===== config.mk =====
export PLATFORM = sky130hd
export DESIGN_NAME = access_session_ctrl_flat
export DESIGN_NICKNAME = d
export VERILOG_FILES = /design/src/rtl/access_session_if.sv /design/src/rtl/access_session_ctrl.sv /design/src/flat_wrapper.sv
export SDC_FILE = /design/constraint.sdc
export NUM_CORES = 1
export LEC_CHECK = 0
export BUFFER_PORTS_ARGS = -buffer_cell sky130_fd_sc_hd__buf_2
export CAP_MARGIN = 20
export CORE_MARGIN = 1
export CORE_UTILIZATION = 45
export CTS_CLUSTER_DIAMETER = 200
export DETAILED_ROUTE_END_ITERATION = 7
export GPL_TIMING_DRIVEN = 0
export PLACE_DENSITY = 0.68
export SYNTH_ARGS = -nofsm -noshare
export SYNTH_HDL_FRONTEND = slang
export SYNTH_SLANG_ARGS = --single-unit
export TNS_END_PERCENT = 1

===== constraint.sdc =====
create_clock -name clk -period 1.9 [get_ports clk]
set_clock_uncertainty 0.2 [all_clocks]
set_input_delay 0.095 -clock clk [delete_from_list [all_inputs] [get_ports clk]]
set_output_delay 0.095 -clock clk [all_outputs]
set_load 0.02 [all_outputs]

===== src/rtl/access_session_if.sv =====
// access_session_if: switch/button inputs, checker link and session status outputs.
interface access_session_if;
  logic [2:0] sw;
  logic       confirm_btn;
  logic       logout;
  logic [2:0] user_q;
  logic [2:0] func_q;
  logic [2:0] perm_s;
  logic [2:0] grant_func;
  logic       grant_valid;
  logic       deny;
  logic       locked;
  logic       session_active;
  modport master (
    output sw, confirm_btn, logout, perm_s,
    input  user_q, func_q, grant_func, grant_valid, deny, locked, session_active
  );
  modport slave (
    input  sw, confirm_btn, logout, perm_s,
    output user_q, func_q, grant_func, grant_valid, deny, locked, session_active
  );
endinterface


===== src/rtl/access_session_ctrl.sv =====
// access_session_ctrl: user/function capture, timed grant or deny, fail lockout and idle expiry.
module access_session_ctrl #(
  parameter int MAX_FAILS      = 3,
  parameter int LOCK_CYCLES    = 16,
  parameter int GRANT_CYCLES   = 4,
  parameter int TIMEOUT_CYCLES = 32
) (
  input logic clk,
  input logic rst_n,
  access_session_if.slave bus
);
  localparam int FW   = $clog2(MAX_FAILS + 1);
  localparam int TW   = $clog2(TIMEOUT_CYCLES + 1);
  localparam int HMAX = (LOCK_CYCLES > GRANT_CYCLES) ? LOCK_CYCLES : GRANT_CYCLES;
  localparam int HW   = $clog2(HMAX + 1);
  typedef enum logic [2:0] {IDLE, SELECT, CHECK, GRANT, LOCKED} state_t;
  state_t        state_q;
  logic [2:0]    sync_q;
  logic [2:0]    user_q, func_q, grant_func_q;
  logic          grant_valid_q, deny_q, locked_q, active_q;
  logic [FW-1:0] fail_q;
  logic [TW-1:0] tmo_q;
  logic [HW-1:0] hold_q;
  logic          cfm;
  // two synchronizer flops followed by the edge-detect flop
  assign cfm = sync_q[1] & ~sync_q[2];
  always_ff @(posedge clk or negedge rst_n)
    if (!rst_n) begin
      sync_q        <= '0;
      state_q       <= IDLE;
      user_q        <= '0;
      func_q        <= '0;
      grant_func_q  <= '0;
      grant_valid_q <= 1'b0;
      deny_q        <= 1'b0;
      locked_q      <= 1'b0;
      active_q      <= 1'b0;
      fail_q        <= '0;
      tmo_q         <= '0;
      hold_q        <= '0;
    end else begin
      sync_q <= {sync_q[1:0], bus.confirm_btn};
      deny_q <= 1'b0;
      case (state_q)
        IDLE:
          if (cfm && bus.sw != 3'b000) begin
            user_q   <= bus.sw;
            func_q   <= '0;
            fail_q   <= '0;
            tmo_q    <= '0;
            active_q <= 1'b1;
            state_q  <= SELECT;
          end
        SELECT:
          if (bus.logout || (cfm && bus.sw == 3'b000) || (!cfm && tmo_q == TW'(TIMEOUT_CYCLES - 1))) begin
            user_q   <= '0;
            func_q   <= '0;
            fail_q   <= '0;
            active_q <= 1'b0;
            state_q  <= IDLE;
          end else if (cfm) begin
            func_q  <= bus.sw;
            state_q <= CHECK;
          end else tmo_q <= tmo_q + 1'b1;
        CHECK: begin
          hold_q <= '0;
          if (bus.perm_s != 3'b000) begin
            grant_func_q  <= bus.perm_s;
            grant_valid_q <= 1'b1;
            fail_q        <= '0;
            state_q       <= GRANT;
          end else begin
            deny_q <= 1'b1;
            fail_q <= fail_q + 1'b1;
            if (fail_q + 1'b1 == FW'(MAX_FAILS)) begin
              locked_q <= 1'b1;
              active_q <= 1'b0;
              user_q   <= '0;
              func_q   <= '0;
              state_q  <= LOCKED;
            end else begin
              tmo_q   <= '0;
              state_q <= SELECT;
            end
          end
        end
        GRANT:
          if (hold_q == HW'(GRANT_CYCLES - 1)) begin
            grant_valid_q <= 1'b0;
            grant_func_q  <= '0;
            tmo_q         <= '0;
            state_q       <= SELECT;
          end else hold_q <= hold_q + 1'b1;
        LOCKED:
          if (hold_q == HW'(LOCK_CYCLES - 1)) begin
            locked_q <= 1'b0;
            fail_q   <= '0;
            state_q  <= IDLE;
          end else hold_q <= hold_q + 1'b1;
        default: state_q <= IDLE;
      endcase
    end
  assign bus.user_q         = user_q;
  assign bus.func_q         = func_q;
  assign bus.grant_func     = grant_func_q;
  assign bus.grant_valid    = grant_valid_q;
  assign bus.deny           = deny_q;
  assign bus.locked         = locked_q;
  assign bus.session_active = active_q;
endmodule

===== src/flat_wrapper.sv =====
// flat-port wrapper written by rule: the top's interface ports become plain ports
module access_session_ctrl_flat 
#(
  parameter int MAX_FAILS      = 3,
  parameter int LOCK_CYCLES    = 16,
  parameter int GRANT_CYCLES   = 4,
  parameter int TIMEOUT_CYCLES = 32
)
  (clk, rst_n, bus_sw, bus_confirm_btn, bus_logout, bus_perm_s, bus_user_q, bus_func_q, bus_grant_func, bus_grant_valid, bus_deny, bus_locked, bus_session_active);
  access_session_if bus_i ();
  input logic clk;
  input logic rst_n;
  input wire logic [$bits(bus_i.sw)-1:0] bus_sw;
  input wire logic [$bits(bus_i.confirm_btn)-1:0] bus_confirm_btn;
  input wire logic [$bits(bus_i.logout)-1:0] bus_logout;
  input wire logic [$bits(bus_i.perm_s)-1:0] bus_perm_s;
  output wire logic [$bits(bus_i.user_q)-1:0] bus_user_q;
  output wire logic [$bits(bus_i.func_q)-1:0] bus_func_q;
  output wire logic [$bits(bus_i.grant_func)-1:0] bus_grant_func;
  output wire logic [$bits(bus_i.grant_valid)-1:0] bus_grant_valid;
  output wire logic [$bits(bus_i.deny)-1:0] bus_deny;
  output wire logic [$bits(bus_i.locked)-1:0] bus_locked;
  output wire logic [$bits(bus_i.session_active)-1:0] bus_session_active;
  assign bus_i.sw = bus_sw;
  assign bus_i.confirm_btn = bus_confirm_btn;
  assign bus_i.logout = bus_logout;
  assign bus_i.perm_s = bus_perm_s;
  assign bus_user_q = bus_i.user_q;
  assign bus_func_q = bus_i.func_q;
  assign bus_grant_func = bus_i.grant_func;
  assign bus_grant_valid = bus_i.grant_valid;
  assign bus_deny = bus_i.deny;
  assign bus_locked = bus_i.locked;
  assign bus_session_active = bus_i.session_active;
  access_session_ctrl #(.MAX_FAILS(MAX_FAILS), .LOCK_CYCLES(LOCK_CYCLES), .GRANT_CYCLES(GRANT_CYCLES), .TIMEOUT_CYCLES(TIMEOUT_CYCLES)) u_core (.clk(clk), .rst_n(rst_n), .bus(bus_i));
endmodule

---- After elaboration in Yosys (flattened, before gate mapping) ----
Cells that the tools add are included.
storage, ports and cells
  latch bits .............................. 0
  memories kept ........................... 0
  memory bits (writable) .................. 0
  memory bits (read-only) ................. 0
  output and inout port bits .............. 13
  word-level logic and storage cells ...... 111
  register bits after elaboration ......... 32
  input bits .............................. 10
operators by class
  bitwise operators ....................... 2
  reduce and logical (&&, ||, !) cells .... 24
  shift-type cells ........................ 0
  multipliers ............................. 0
  $lt $le $gt $ge ......................... 0
  add/sub/neg operators ................... 3
  eq/ne operators ......................... 21
  div/mod/pow operators ................... 0
  mux-type cells .......................... 49
operators by type and width
  kind                                                   count
  two-way mux 3 bit                                      16
  two-way mux 6 bit                                      6
  one-hot mux 6 bit (4 select lines)                     1
  one-hot mux 3 bit (3 select lines)                     2
  one-hot mux 3 bit (5 select lines)                     1
  one-hot mux 5 bit (3 select lines)                     1
  inequality test 2 x 1 -> 1 bit, second input constant  6
  inequality test 2 bit, second input constant           6
  AND reduction 4 bit                                    3
  nonzero test 3 bit                                     4
  two-way mux 1 bit                                      11
  two-way mux 5 bit                                      2
  AND reduction 5 bit                                    2
  two-way mux 2 bit                                      4
  one-hot mux 2 bit (4 select lines)                     1
  nonzero test 4 bit                                     2
  AND reduction 7 bit                                    1
  adder 6 x 1 -> 6 bit, second input constant            1
  equality test 3 x 2 -> 1 bit, second input constant    2
  equality test 6 x 5 -> 1 bit, second input constant    1
  zero test 3 bit                                        2
  one-hot mux 3 bit (2 select lines)                     1
  AND reduction 3 bit                                    2
  adder 5 x 1 -> 5 bit, second input constant            1
  15 further kinds                                       20

---- Logic depth before layout (Yosys ltp) ----
  word-level depth ........................ 7
  mapped depth ............................ 8
  depth with buffers taken out ............ 8

---- Worst setup path after synthesis ----
No wires, ideal clock.
  path type ............................... register -> register
  start ................................... register u_core.hold_q[0]
  end ..................................... register u_core.hold_q[2]
  buffers on the path ..................... 0
  setup slack ............................. -0.072 ns
  setup time .............................. 0.121 ns
  stages on the path, launching flop included .. 9
  arrival ................................. 1.650 ns
  data required time ...................... 1.579 ns
  clock period less this slack ............ 1.972 ns
  cells stage by stage .................... dfrtp_1 ha_1 and3_1 ha_1 nor3b_1 o21ai_1 nand2_1 o21ai_0 o2bb2ai_1
on the way
  longest elaborated chain between the ends .. 3
  elaborated cells on any way between the ends .. 9
  those cells by class .................... add/sub (1); eq/ne (4); mux (3); reduce/logical (1)
ends and longest elaborated chain
  item                                                                              line                                                  RTL
  from (decl)                                                                       access_session_ctrl.sv:23                             logic [HW-1:0] hold_q;
  from (signal assigned)                                                            access_session_ctrl.sv:93                             end else hold_q <= hold_q + 1'b1;
  from (signal assigned)                                                            access_session_ctrl.sv:99                             end else hold_q <= hold_q + 1'b1;
  adder 5 x 1 -> 5 bit, or another cell as far along                                access_session_ctrl.sv:93, access_session_ctrl.sv:99
  two-way mux 5 bit, or another cell as far along                                   access_session_ctrl.sv:95                             if (hold_q == HW'(LOCK_CYCLES - 1)) begin
  one-hot mux 5 bit (3 select lines) / AND reduction 3 bit (equally long branches)  n/a
Parallel ways exist; a longest one is shown, timed or not. The select of a mux whose other input is x is not followed.
A chain may end at the register's enable or synchronous reset.

---- Worst setup path after layout ----
  start ................................... register u_core.tmo_q[0]
  end ..................................... register u_core.fail_q[0]
on the way
  longest elaborated chain between the ends .. 5
ends and longest elaborated chain
  item                                      line                       RTL
  from (decl)                               access_session_ctrl.sv:22  logic [TW-1:0] tmo_q;
  from (signal assigned)                    access_session_ctrl.sv:64  end else tmo_q <= tmo_q + 1'b1;
  equality test 6 x 5 -> 1 bit              access_session_ctrl.sv:55  if (bus.logout || (cfm && bus.sw == 3'b000) || (!cfm && tmo_q == TW'(TIMEOUT_CYCLES - 1))) begin
  logical AND 1 bit                         access_session_ctrl.sv:55
  logical OR 1 bit                          access_session_ctrl.sv:55
  inequality test 2 x 1 -> 1 bit (no line)  n/a
  AND reduction 4 bit (no line)             n/a
  to (signal assigned)                      access_session_ctrl.sv:74  fail_q <= fail_q + 1'b1;
  to (decl)                                 access_session_ctrl.sv:21  logic [FW-1:0] fail_q;
Every way passes these cells.

==> reports/qor.txt <==
outcome = complete, but fails checks
failing checks = setup timing
Worst Setup EP = u_core.fail_q[0]
CP Class = reg2reg
synth-to-layout area growth = 29.5%
first-pass GRT wire length = 6.02 mm
RSZ-0062 raised after global routing = true
PwrDens = 1250 nW/µm²
Total GRT Usage = 22.0%
worst r2r src = u_core.tmo_q[0]
Post-Synthesis Cells = 156
Pleak = 0.000971 µW
final setup margin = -0.0279 ns
XOR/XNOR Fraction of Synth Area = 0.541%
Slowest-stage cell, CP = dfrtp_1
mux contribution to synthesized area = 0.927%
global route total overflow = 0
largest net degree at the start of global routing = 33
register area = 801 µm²
multi-input logic area = 848 µm²
hpwl dp = 2.52 mm
GR Util met1 = 28.6%
synthesized-area fraction occupied by adder cells = 3.09%
clk slew on worst S/H paths = 0.10 ns
met2 Track Usage GR = 34.3%
maximum VDD drop = 0.000609 V
CTS H-tree lvls = 2
Antenna Nets Post-Route = 0
Final Critical Period = 1.93 ns
Hold Path Class = in2reg
ys flop type = dfrtp_1
number of global-route vias before repair = 1323
fraction of layout cells with a size suffix above 1 = 32.5%
post-synth cell types = 43
reg2reg setup slack = -0.03 ns
synthesized area per cell = 10.4 µm²
Core Rows = 21
final cycle utilization of the critical path = 101%
post-synthesis async set-or-reset flop share = 100%
reg2reg path depth = 6
Clock Sinks = 32
nets = 216
Pre-Repair DR Iteration Count = 4
Critical Path, Cell by Cell = ha_4, nand3_2, o311a_4, a21oi_4, o211ai_2, mux2_4
Setup crit start = u_core.tmo_q[0]
initial antenna violation count = 0
GR Layer Usage met3 = 4.76%
maxcap violations = 0
Max Root-Sink Buffers = 2
Setup Viol. Count Final = 3
synth warn = 0
gr busiest metal = met2
EDFF count, synth = 0
Compound-Gate Fraction of Synth Area = 23.9%
Die H = 62.0 µm
Yosys reg bits = 32
Critical Path Sink Type = register
Post-Synth Simple-Gate Area = 18.1%
final hold violations = 0
Req. time, crit path = 1.92 ns
sequential share of the synthesized area = 49.4%
Final Routed Wirelength = 3.69 mm
Die Width = 62.0 µm
top-level I/O count = 23
vias per cell = 5.58
WP data arrival = 1.95 ns
PortBufs = 22
via count = 1389
worst reg2reg endpoint = u_core.fail_q[0]
CP Max Fanout = 6
CTS tree = done
Max Freq = 0.519 GHz
Die ar. = 3840 µm²
core area = 3390 µm²
crit start category = register
DP Worst Slack = -0.211 ns
Fill cells = 261
main combinational cell family by area after synthesis = compound AO/OA/AOI/OAI gates
pins over their slew limit = 0
Synth Net Count = 170
Remaining DRCs = 0
routed len/inst = 14.8 µm
drt initial violations = 36
root buf cell = clkbuf_4
crit-path max cell delay = 0.41 ns
hold_ws = 0.00603 ns
CTS Buf Count = 5
actual slew at the worst max-slew pin = 0.694 ns
Max-slew headroom = 53.7%
GPL Wtd Cong = 0.862
Mapped Area = 1620 µm²
clock latency on the worst-skew pair = 0.34 ns
Initial Utilization = 47.8%
n_diodes = 0
metal layers:
| metal | vias up | part of all wire (%) | wire length (µm) |
|---|---|---|---|
| li1 | 670 | - | - |
| met1 | 673 | 45 | 1670 |
| met2 | 38 | 48 | 1780 |
| met3 | 8 | 4.3 | 159 |
| met4 | 0 | 2.0 | 72 |
| met5 | - | 0 | 0 |
how the worst min path moves through the flow:
stage,from,to,cells after the start
CTS,bus_perm_s[0],u_core.bus.locked,4
detailed placement,rst_n,u_core.tmo_q[5],1
global route,bus_perm_s[0],u_core.bus.deny,3
floorplan,rst_n,u_core.bus.deny,0
finish,bus_perm_s[1],u_core.bus.locked,4
global placement,rst_n,u_core.tmo_q[5],1
cell families after synthesis:
group	count (synthesis)
mux	1
compound gates	53
fa+ha+maj	4
simple gates	51
xor+xnor	1
flops	32
buf+inv	14
layout by cell type (no fill, tap or decap), drive strengths merged, types with 2 or more instances in the layout:
cell type and count:
clkbuf 8, dlygate4sd3 10, nand2b 4, o21ai 11, and3 4, nor2 11
nor4b 2, inv 10, dfrtp 32, nand2 13, and2 2, buf 32
nand3 7, nor3 3, a211oi 2, nor2b 2, a22o 10, or3 2
a21oi 9, o21a 3, a31oi 7, a21o 3, a41oi 2, ha 4
worst max-delay path: cells and delay by family, from the launching register on:
kind | cells | cell delay [ns]
compound gates | 3 | 0.63
fa+ha+maj | 1 | 0.17
flops | 1 | 0.41
mux | 1 | 0.28
simple gates | 1 | 0.11
what timing repair did:
action	4_1_cts	5_1_grt
pin swaps	10	1
endpoints found under the setup margin	16	22
buffers inserted	5	2
gates cloned	0	0
hold buffers	10	0
hold endpoints to repair	44	0
resized for setup	13	4
cells in the mapped netlist, types with 2 or more instances:
| master | n | share of area, % |
|---|---|---|
| a22o_1 | 9 | 4.9 |
| a41oi_1 | 2 | 1.1 |
| nand3_1 | 5 | 1.5 |
| and2_1 | 2 | 0.77 |
| ha_1 | 4 | 3.1 |
| o21a_1 | 3 | 1.4 |
| nand2_1 | 12 | 2.8 |
| nand3_2 | 2 | 1.2 |
| nor2b_1 | 2 | 0.77 |
| buf_2 | 2 | 0.62 |
| and3_1 | 3 | 1.2 |
| inv_1 | 9 | 2.1 |
| dfrtp_1 | 32 | 49 |
| nor3_1 | 2 | 0.62 |
| a21oi_1 | 8 | 2.5 |
| o21ai_1 | 2 | 0.62 |
| nor2_1 | 11 | 2.5 |
| or3_1 | 2 | 0.77 |
| nand2b_1 | 4 | 1.5 |
| a31oi_1 | 7 | 2.7 |
| a21o_1 | 3 | 1.4 |
| o21ai_0 | 9 | 2.8 |
registers in the layout, summed over array words and instances, names as in the netlist, 2 cells and up:
| name | count |
|---|---|
| u_core.state_q | 3 |
| u_core.hold_q | 5 |
| u_core.fail_q | 2 |
| u_core.bus.user_q | 3 |
| u_core.bus.grant_func | 3 |
| u_core.sync_q | 3 |
| u_core.tmo_q | 6 |
| u_core.bus.func_q | 3 |
area by class of cell:
class                           instances  area share, %
Buffer                                  4           1.37
Clock buffer                            7           2.62
Clock inverter                          1          0.358
Inverter                               10           1.79
Multi-Input combinational cell        110           40.4
Sequential cell                        32           38.2
Tap cell                               46           2.74
Timing Repair Buffer                   39           12.5
stage by stage:
| step | area, µm² | utilization (%) | std cells | setup TNS [ns] | total power (µW) |
|---|---|---|---|---|---|
| after CTS | 2060 | 60.9 | 247 | -0.0123 | 2580 |
| after floorplan | 1630 | - | 156 | 0 | 1730 |
| after global placement | 1800 | 53.0 | 224 | -0.957 | 1970 |
| after detailed placement | 1800 | 53.0 | 224 | -1.86 | 2020 |
| final | 2100 | 61.9 | 249 | -0.0374 | 2620 |
| after global routing | 2100 | 61.9 | 249 | -1.08 | 2810 |
report_power, final:
group | switching (µW) | leakage (µW) | total (µW) | internal [µW]
sequential | 131 | 0.000418 | 975 | 844
combinational | 723 | 0.000522 | 1240 | 517
clock | 228 | 0.0000315 | 409 | 181
total | 1080 | 0.000971 | 2620 | 1540
No activity file was read; power rests on OpenSTA's default activity.
